[src/rtl/usr_serial_rx.sv]
// Serial-to-parallel frame receiver: reassembles 4-bit words (LSB- or MSB-first) into a
// 2-entry valid/ready FIFO with sticky overflow. Define USR_RX_PARITY_EN for 5-bit frames with even parity.
module usr_serial_rx (
  input  logic       clk,
  input  logic       rst_n,
  input  logic       bit_vld,
  input  logic       bit_in,
  input  logic       sof,
  input  logic       dir,
  output logic [3:0] out_data,
  output logic       out_perr,
  output logic       out_vld,
  input  logic       out_rdy,
  output logic       ovf,
  input  logic       clr_ovf,
  output logic       busy
);

`ifdef USR_RX_PARITY_EN
  localparam int unsigned EntryW = 5;
  localparam logic [2:0]  LastCnt = 3'd4;
`else
  localparam int unsigned EntryW = 4;
  localparam logic [2:0]  LastCnt = 3'd3;
`endif

  typedef enum logic [0:0] {StIdle, StShift} state_e;

  state_e              state_q, state_d;
  logic [2:0]          cnt_q, cnt_d;
  logic                dir_q, dir_d;
  logic [3:0]          data_q, data_d;
  logic [1:0]          pos;
  logic                push;
  logic [EntryW-1:0]   push_word;

  logic [EntryW-1:0]   mem_q [2];
  logic                wr_q, rd_q;
  logic [1:0]          fcnt_q;
  logic                ovf_q;
  logic                full, pop, wr_en, drop;
  logic [EntryW-1:0]   head;

  // Frame assembly
  always_comb begin
    state_d   = state_q;
    cnt_d     = cnt_q;
    dir_d     = dir_q;
    data_d    = data_q;
    push      = 1'b0;
    push_word = '0;
    pos       = dir_q ? (2'd3 - cnt_q[1:0]) : cnt_q[1:0];
    if (bit_vld) begin
      if (sof) begin
        // sof always restarts, discarding any partial frame
        data_d = '0;
        data_d[dir ? 2'd3 : 2'd0] = bit_in;
        dir_d   = dir;
        cnt_d   = 3'd1;
        state_d = StShift;
      end else if (state_q == StShift) begin
        if (cnt_q < 3'd4) begin
          data_d[pos] = bit_in;
        end
        if (cnt_q == LastCnt) begin
          push    = 1'b1;
          state_d = StIdle;
          cnt_d   = 3'd0;
        end else begin
          cnt_d = cnt_q + 3'd1;
        end
      end
    end
`ifdef USR_RX_PARITY_EN
    // Final bit is the parity bit, so data_d already holds the complete word
    push_word = {(^data_q) ^ bit_in, data_d};
`else
    push_word = data_d;
`endif
  end

  always_ff @(posedge clk or negedge rst_n) begin
    if (!rst_n) begin
      state_q <= StIdle;
      cnt_q   <= 3'd0;
      dir_q   <= 1'b0;
      data_q  <= 4'd0;
    end else begin
      state_q <= state_d;
      cnt_q   <= cnt_d;
      dir_q   <= dir_d;
      data_q  <= data_d;
    end
  end

  // Output FIFO
  assign full  = (fcnt_q == 2'd2);
  assign pop   = out_vld && out_rdy;
  // When full, wr_q == rd_q, so a write with a simultaneous pop replaces the departing head
  assign wr_en = push && (!full || pop);
  assign drop  = push && full && !pop;

  always_ff @(posedge clk or negedge rst_n) begin
    if (!rst_n) begin
      mem_q[0] <= '0;
      mem_q[1] <= '0;
      wr_q     <= 1'b0;
      rd_q     <= 1'b0;
      fcnt_q   <= 2'd0;
      ovf_q    <= 1'b0;
    end else begin
      if (wr_en) begin
        mem_q[wr_q] <= push_word;
        wr_q        <= ~wr_q;
      end
      if (pop) begin
        rd_q <= ~rd_q;
      end
      if (wr_en && !pop) begin
        fcnt_q <= fcnt_q + 2'd1;
      end else if (!wr_en && pop) begin
        fcnt_q <= fcnt_q - 2'd1;
      end
      if (drop) begin
        ovf_q <= 1'b1;
      end else if (clr_ovf) begin
        ovf_q <= 1'b0;
      end
    end
  end

  assign head     = mem_q[rd_q];
  assign out_vld  = (fcnt_q != 2'd0);
  assign out_data = out_vld ? head[3:0] : 4'd0;
`ifdef USR_RX_PARITY_EN
  assign out_perr = out_vld & head[4];
`else
  assign out_perr = 1'b0;
`endif
  assign ovf      = ovf_q;
  assign busy     = (state_q == StShift);

endmodule
[config.mk]
export PLATFORM = sky130hd
export DESIGN_NAME = usr_serial_rx
export DESIGN_NICKNAME = d
export VERILOG_FILES = /design/src/rtl/usr_serial_rx.sv
export SDC_FILE = /design/constraint.sdc
export NUM_CORES = 1
export LEC_CHECK = 0
export BUFFER_PORTS_ARGS = -buffer_cell sky130_fd_sc_hd__buf_4
export CORE_UTILIZATION = 50
export CTS_BUF_LIST = sky130_fd_sc_hd__clkbuf_4 sky130_fd_sc_hd__clkbuf_8
export DETAILED_ROUTE_END_ITERATION = 12
export GPL_ROUTABILITY_DRIVEN = 0
export PLACE_DENSITY = 0.7
export SETUP_SLACK_MARGIN = 0.1
export SLEW_MARGIN = 25
export SYNTH_ARGS = -nofsm -noshare
export SYNTH_HDL_FRONTEND = slang
export SYNTH_SLANG_ARGS = --single-unit
[constraint.sdc]
create_clock -name clk -period 2.5 [get_ports clk]
set_input_delay 0.25 -clock clk [delete_from_list [all_inputs] [get_ports clk]]
set_output_delay 0.25 -clock clk [all_outputs]
set_load 0.01 [all_outputs]
# After elaboration in Yosys (flattened, before gate mapping)
# Index checks and enable logic that the tools add are counted.
[classes]
n_addsub = 4
n_mul = 0
div = 0
order_cmp = 8
n_eq_ne = 2
n_shift = 0
mux = 32
bitwise_logic = 5
n_reduce_logical = 19
[ops]
columns = ["op", "n"]
rows = [
  ["4-bit two-way mux", 9],
  ["1-bit two-way mux", 11],
  ["1-bit logical AND", 9],
  ["3-bit two-way mux", 3],
  ["8-bit bitwise mux", 1],
  ["2-bit two-way mux", 4],
  ["2-bit nonzero test", 4],
  ["2-bit by 3-bit less-than comparator with 1-bit output, second input constant", 2],
  ["4-bit bitwise AND", 1],
  ["4-bit bitwise mux", 1],
  ["1-bit demux with 2-bit select", 2],
  ["4-bit demux with 1-bit select", 1],
  ["2-bit by 1-bit greater-or-equal comparator with 1-bit output, second input constant", 2],
  ["2-bit greater-or-equal comparator, second input constant", 2],
  ["1-bit NOT with 2-bit output", 2],
  ["2-bit AND reduction", 2],
  ["3-bit by 1-bit adder with 3-bit output, second input constant", 1],
  ["3-bit by 2-bit == test with 1-bit output, second input constant", 1],
  ["1-bit logical NOT", 3],
  ["3-bit less-than comparator, second input constant", 1],
  ["2-bit by 1-bit adder with 2-bit output, second input constant", 1],
  ["2-bit == test, second input constant", 1],
  ["2-bit by 1-bit less-than comparator with 1-bit output, second input constant", 1],
  ["1-bit NOT", 2],
  ["other kinds (3)", 3],
]
[word_totals]
reg_bits = 22
latchBits = 0
ramBits = 0
rom_bits = 0
in_bits = 8
out_inout_bits = 8
elab_cells = 80
memories = 0

# Longest topological paths before layout
[logic_depth]
ltp_word = 12
mapped_depth = 7
mapped_depth_nobuf = 7

# Worst setup path before layout
# No wires, ideal clock.
[synth_path]
path_kind = "reg2reg"
startpoint = "register cnt_q[1]"
endpoint = "register fcnt_q[1]"
setup_ns = 0.125
arrival_time_ns = 1.635
required_time_ns = 2.375
setup_slack_ns = 0.739
stages_incl_launch_ff = 8
path_buffers = 0
period_less_slack_ns = 1.761
path_cell_list = "dfrtp_1 ha_1 nand4b_4 nor3_4 ha_1 xor2_1 nor2_1 xor2_1"
[synth_between]
elab_chain_cells = 9
elab_cells_between_ends = 11
cone_classes = "1 x eq/ne; 5 x mux; 5 x reduce/logical"
[synth_rtl]
columns = ["element", "line", "source"]
rows = [
  ["start: declaration", "30", "logic [2:0] cnt_q, cnt_d;"],
  ["start signal: assignment", "90", "cnt_q <= cnt_d;"],
  ["3-bit by 2-bit == test with 1-bit output *", "65", "if (cnt_q == LastCnt) begin"],
  ["1-bit two-way mux *", "65", ""],
  ["1-bit two-way mux *", "61", "end else if (state_q == StShift) begin"],
  ["1-bit two-way mux *", "54", "if (sof) begin"],
  ["1-bit two-way mux *", "53", "if (bit_vld) begin"],
  ["1-bit logical AND *", "100", "assign wr_en = push && (!full || pop);"],
  ["1-bit logical NOT", "121", "end else if (!wr_en && pop) begin"],
  ["1-bit logical AND", "121", ""],
  ["2-bit nonzero test (no source line)", "n/a", ""],
  ["end signal: assignment", "120", "fcnt_q <= fcnt_q + 2'd1;"],
  ["end signal: assignment", "122", "fcnt_q <= fcnt_q - 2'd1;"],
  ["end: declaration", "39", "logic [1:0] fcnt_q;"],
]
# Mark *: on every way between the ends. The rest lies on a longest branch, timed or not.
# A chain may end at the register's enable or synchronous reset.

# Worst setup path in the final report
[layout_path]
startpoint = "register cnt_q[0]"
endpoint = "register fcnt_q[1]"
# Same word-level chain as after synthesis.

==> summary.md <==
| Metric | Value |
|---|---|
| Status | completed |
| Core Util, Final | around three fifths |
| Mean post-synth cell area | around 11 µm² |
| MaxCap Viol Count | 0 |
| Antenna diodes | 0 |
| Simple-gate share of the synthesized area | 23.5% |
| Syn Nets | 129 |
| CTS max path bufs | 2 |
| Die span in y | 52.5 µm |
| Pre-CTS WS | 0.508 ns |
| Post-layout net count | 142 |
| Hold WC Path Type | in -> reg |
| First-pass GRT wire length | 3.99 mm |
| Post-synth EDFFs | 0 |
| Area leader, netlist | dfrtp_1 |
| Clock transition at the registers of the reported paths | 0.12 ns |
| HPWL after DPL | 1.69 mm |
| Post-synthesis mux area share | 10.7% |
| I/O pins | 16 |
| Routed wire length | 2.34 mm |
| Tmin final | approximately 2 ns |
| Worst path max stage delay | 0.57 ns |
| Routed vias/inst | about 5.6 |
| Tot GR Track Use | just over 20% |
| Area contributors post-synth | dfrtp_1 (43%), nand2_1 (4.4%), mux2i_1 (3.9%), nor2_1 (2.6%), mux2_2 (2.6%) |
| Largest family of logic cells by synthesized area | simple AND/OR/NAND/NOR gates |
| Fin area | 1440 µm² |
| Worst setup margin | 0.475 ns |
| Die boundary width | 52.5 µm |
| H-tree levels | 1 |
| Layout cells sized above 1 | 25.2% |
| Number of global-route vias before repair | 840 |
| CP Launch Type | flip-flop |
| Sequential share of the synthesized area | a little over two fifths |
| CTS tree | yes |
| TNS Setup | 0 ns |
| Fmax | approximately 490 MHz |
| CP required | between 2 and 3 ns |
| Fin Clk Skew | roughly 0.0027 ns |
| Yosys top cell area share | 43.1% |
| Via Count | around 890 |
| Peak supply drop | 0.634 mV |
| Crit-path cells | ha_1 -> nand4b_4 -> nor3_4 -> ha_1 -> xor2_1 -> nor2_1 -> xor2_1 |
| Setup Crit Path Kind | reg -> reg |
| Max Slew Vio Count | 0 |
| Setup Viol. Count Final | 0 |
| Clk_lat worst skew | 0.31 ns |
| Yosys warns | 0 |
| Reg2reg end | fcnt_q[1] |
| CP bufs+invs | 0 |
| ANT nets after route | 0 |
| Flop2flop setup slack | approximately 0.47 ns |
| Start point of the critical path | cnt_q[0] |
| Initial drt markers | 13 |
| Routed len/inst | 14.7 µm |
| Crit path to | fcnt_q[1] |
| DR pass1 iterations | 4 |
| Synthesized area | approximately 1300 µm² |
| Hold Startpoint | dir |
| Area delta synth->final | 12.5% |
| Compound-Gate Fraction of Synth Area | 12.4% |
| Power per Cell Area | 1010 nW/µm² |
| DRC viols | 0 |
| Total CTS buffers | 3 |
| Die Area | between 2000 and 3000 µm² |
| Worst hold slack | 0.190 ns |
| Gr ovfl total | 0 |
| Cell with the most instances after synthesis | dfrtp_1 |
| Root Buffer Master | clkbuf_4 |
| R2r startpoint | cnt_q[0] |
| Top delay family on crit path | flip-flops |
| Core box area | 2320 µm² |
| Synth Area in XOR/XNOR | 3.43% |
| Top cells by count, synth | dfrtp_1 (22), nand2_1 (15), nor2_1 (9) |
| Synth Area in Adders | under 10% |
| Leakage power | 0.665 nW |
| Largest net degree at the start of global routing | 23 |
| Slowest stage cell, crit path | dfrtp_1 |
| Clock Sink Count | 22 |
| Unrepaired setup endpoints after global routing | false |
| Worst Path Arrival | roughly 2.2 ns |
| Yosys reg bits | 22 |
| Period utilization | 81.0% |
| Initial antenna violation count | 0 |
| Initial Utilization | 55.0% |
| R2R depth | 7 |
| Netlist cell types | 44 |
| Final hold vios | 0 |
| Levels on crit path | 7 |
| Ys async rst share | 100% |
| PortBufs | 14 |
| # rows | 17 |
| Synthesized instance count | 119 |
| Placed standard-cell area | 1370 µm² |
| Post-CTS Resized | 0 |
| Crit path max fanout | 12 |
| Synth Flop Type | dfrtp_1 |
| Worst Setup End Kind | flip-flop |
==> cell type report <==
| type | instances | area, µm² |
|---|---|---|
| Clock buffer | 3 | 22.5 |
| Clock inverter | 1 | 30.0 |
| Fill cell | 182 | 883 |
| Inverter | 4 | 15.0 |
| Multi-Input combinational cell | 86 | 667 |
| Sequential cell | 22 | 551 |
| Tap cell | 28 | 35.0 |
| Timing Repair Buffer | 15 | 115 |
==> cells by family (layout without fill, tap and decap cells) <==
family	count (synthesis)	count (layout)
adders and majority gates	2	2
DFF	22	22
other	1	1
xor gates and xnor gates	5	5
AOI/OAI and AO/OA	19	19
muxes	12	12
and+or+nand+nor	47	47
buffers and inverters	11	23
==> flip-flops by register name (all words and copies together) (netlist names) <==
register	flops
fcnt_q	2
wr_q	1
mem_q	8
cnt_q	3
ovf	1
dir_q	1
data_q	4
busy	1
rd_q	1
==> per-layer routing <==
metal | share of wire, % | vias to the layer above | global-route usage (%) | wire length [µm]
met3 | 3.3 | 5 | 5.22 | 77
li1 | - | 445 | - | -
met2 | 49 | 14 | 31.4 | 1140
met1 | 47 | 427 | 27.4 | 1090
met5 | 0 | - | 0 | 0
met4 | 1.3 | 0 | 6.58 | 31
==> how the worst min path moves through the flow <==
stage	endpoint	slack, ns	cells after the start
final	dir_q	0.19	2
after global routing	dir_q	0.18	2
after CTS	dir_q	0.18	2
after detailed placement	cnt_q[1]	0.15	1
after global placement	cnt_q[1]	0.15	1
after floorplan	busy	-0.05	0
==> cells in the final DEF, fill, tap and decap left out, types with 3 or more instances in the layout <==
cell / count
mux2_2: 3
nor2_1: 9
mux2i_1: 5
xor2_1: 3
clkbuf_4: 3
o21ai_0: 5
dfrtp_1: 22
nand2_1: 15
nand3_1: 4
nand3b_1: 3
nor3b_1: 3
buf_4: 14
inv_1: 4
==> worst register-to-register path: stages, from the launching register on <==
cell and delay [ns]:
dfrtp_1 0.57, ha_1 0.32, nand4b_4 0.16, nor3_4 0.30, ha_1 0.22, xor2_1 0.16
nor2_1 0.07, xor2_1 0.14
==> power breakdown <==
part / internal (mW) / switching (mW)
sequential: 0.482 / 0.163
combinational: 0.286 / 0.252
clock: 0.162 / 0.109
total: 0.930 / 0.524
==> per-stage QoR <==
step	std cells	total power [mW]
after floorplan	119	1.04
after CTS	159	1.47
after global routing	159	1.57
final	159	1.45
after detailed placement	154	1.19
after global placement	154	1.17
==> repair_timing <==
action,4_1_cts,5_1_grt
hold buffers,1,0
setup buffers,0,0
endpoints found under the hold margin,22,0
Power figures use the tool's default switching activity.
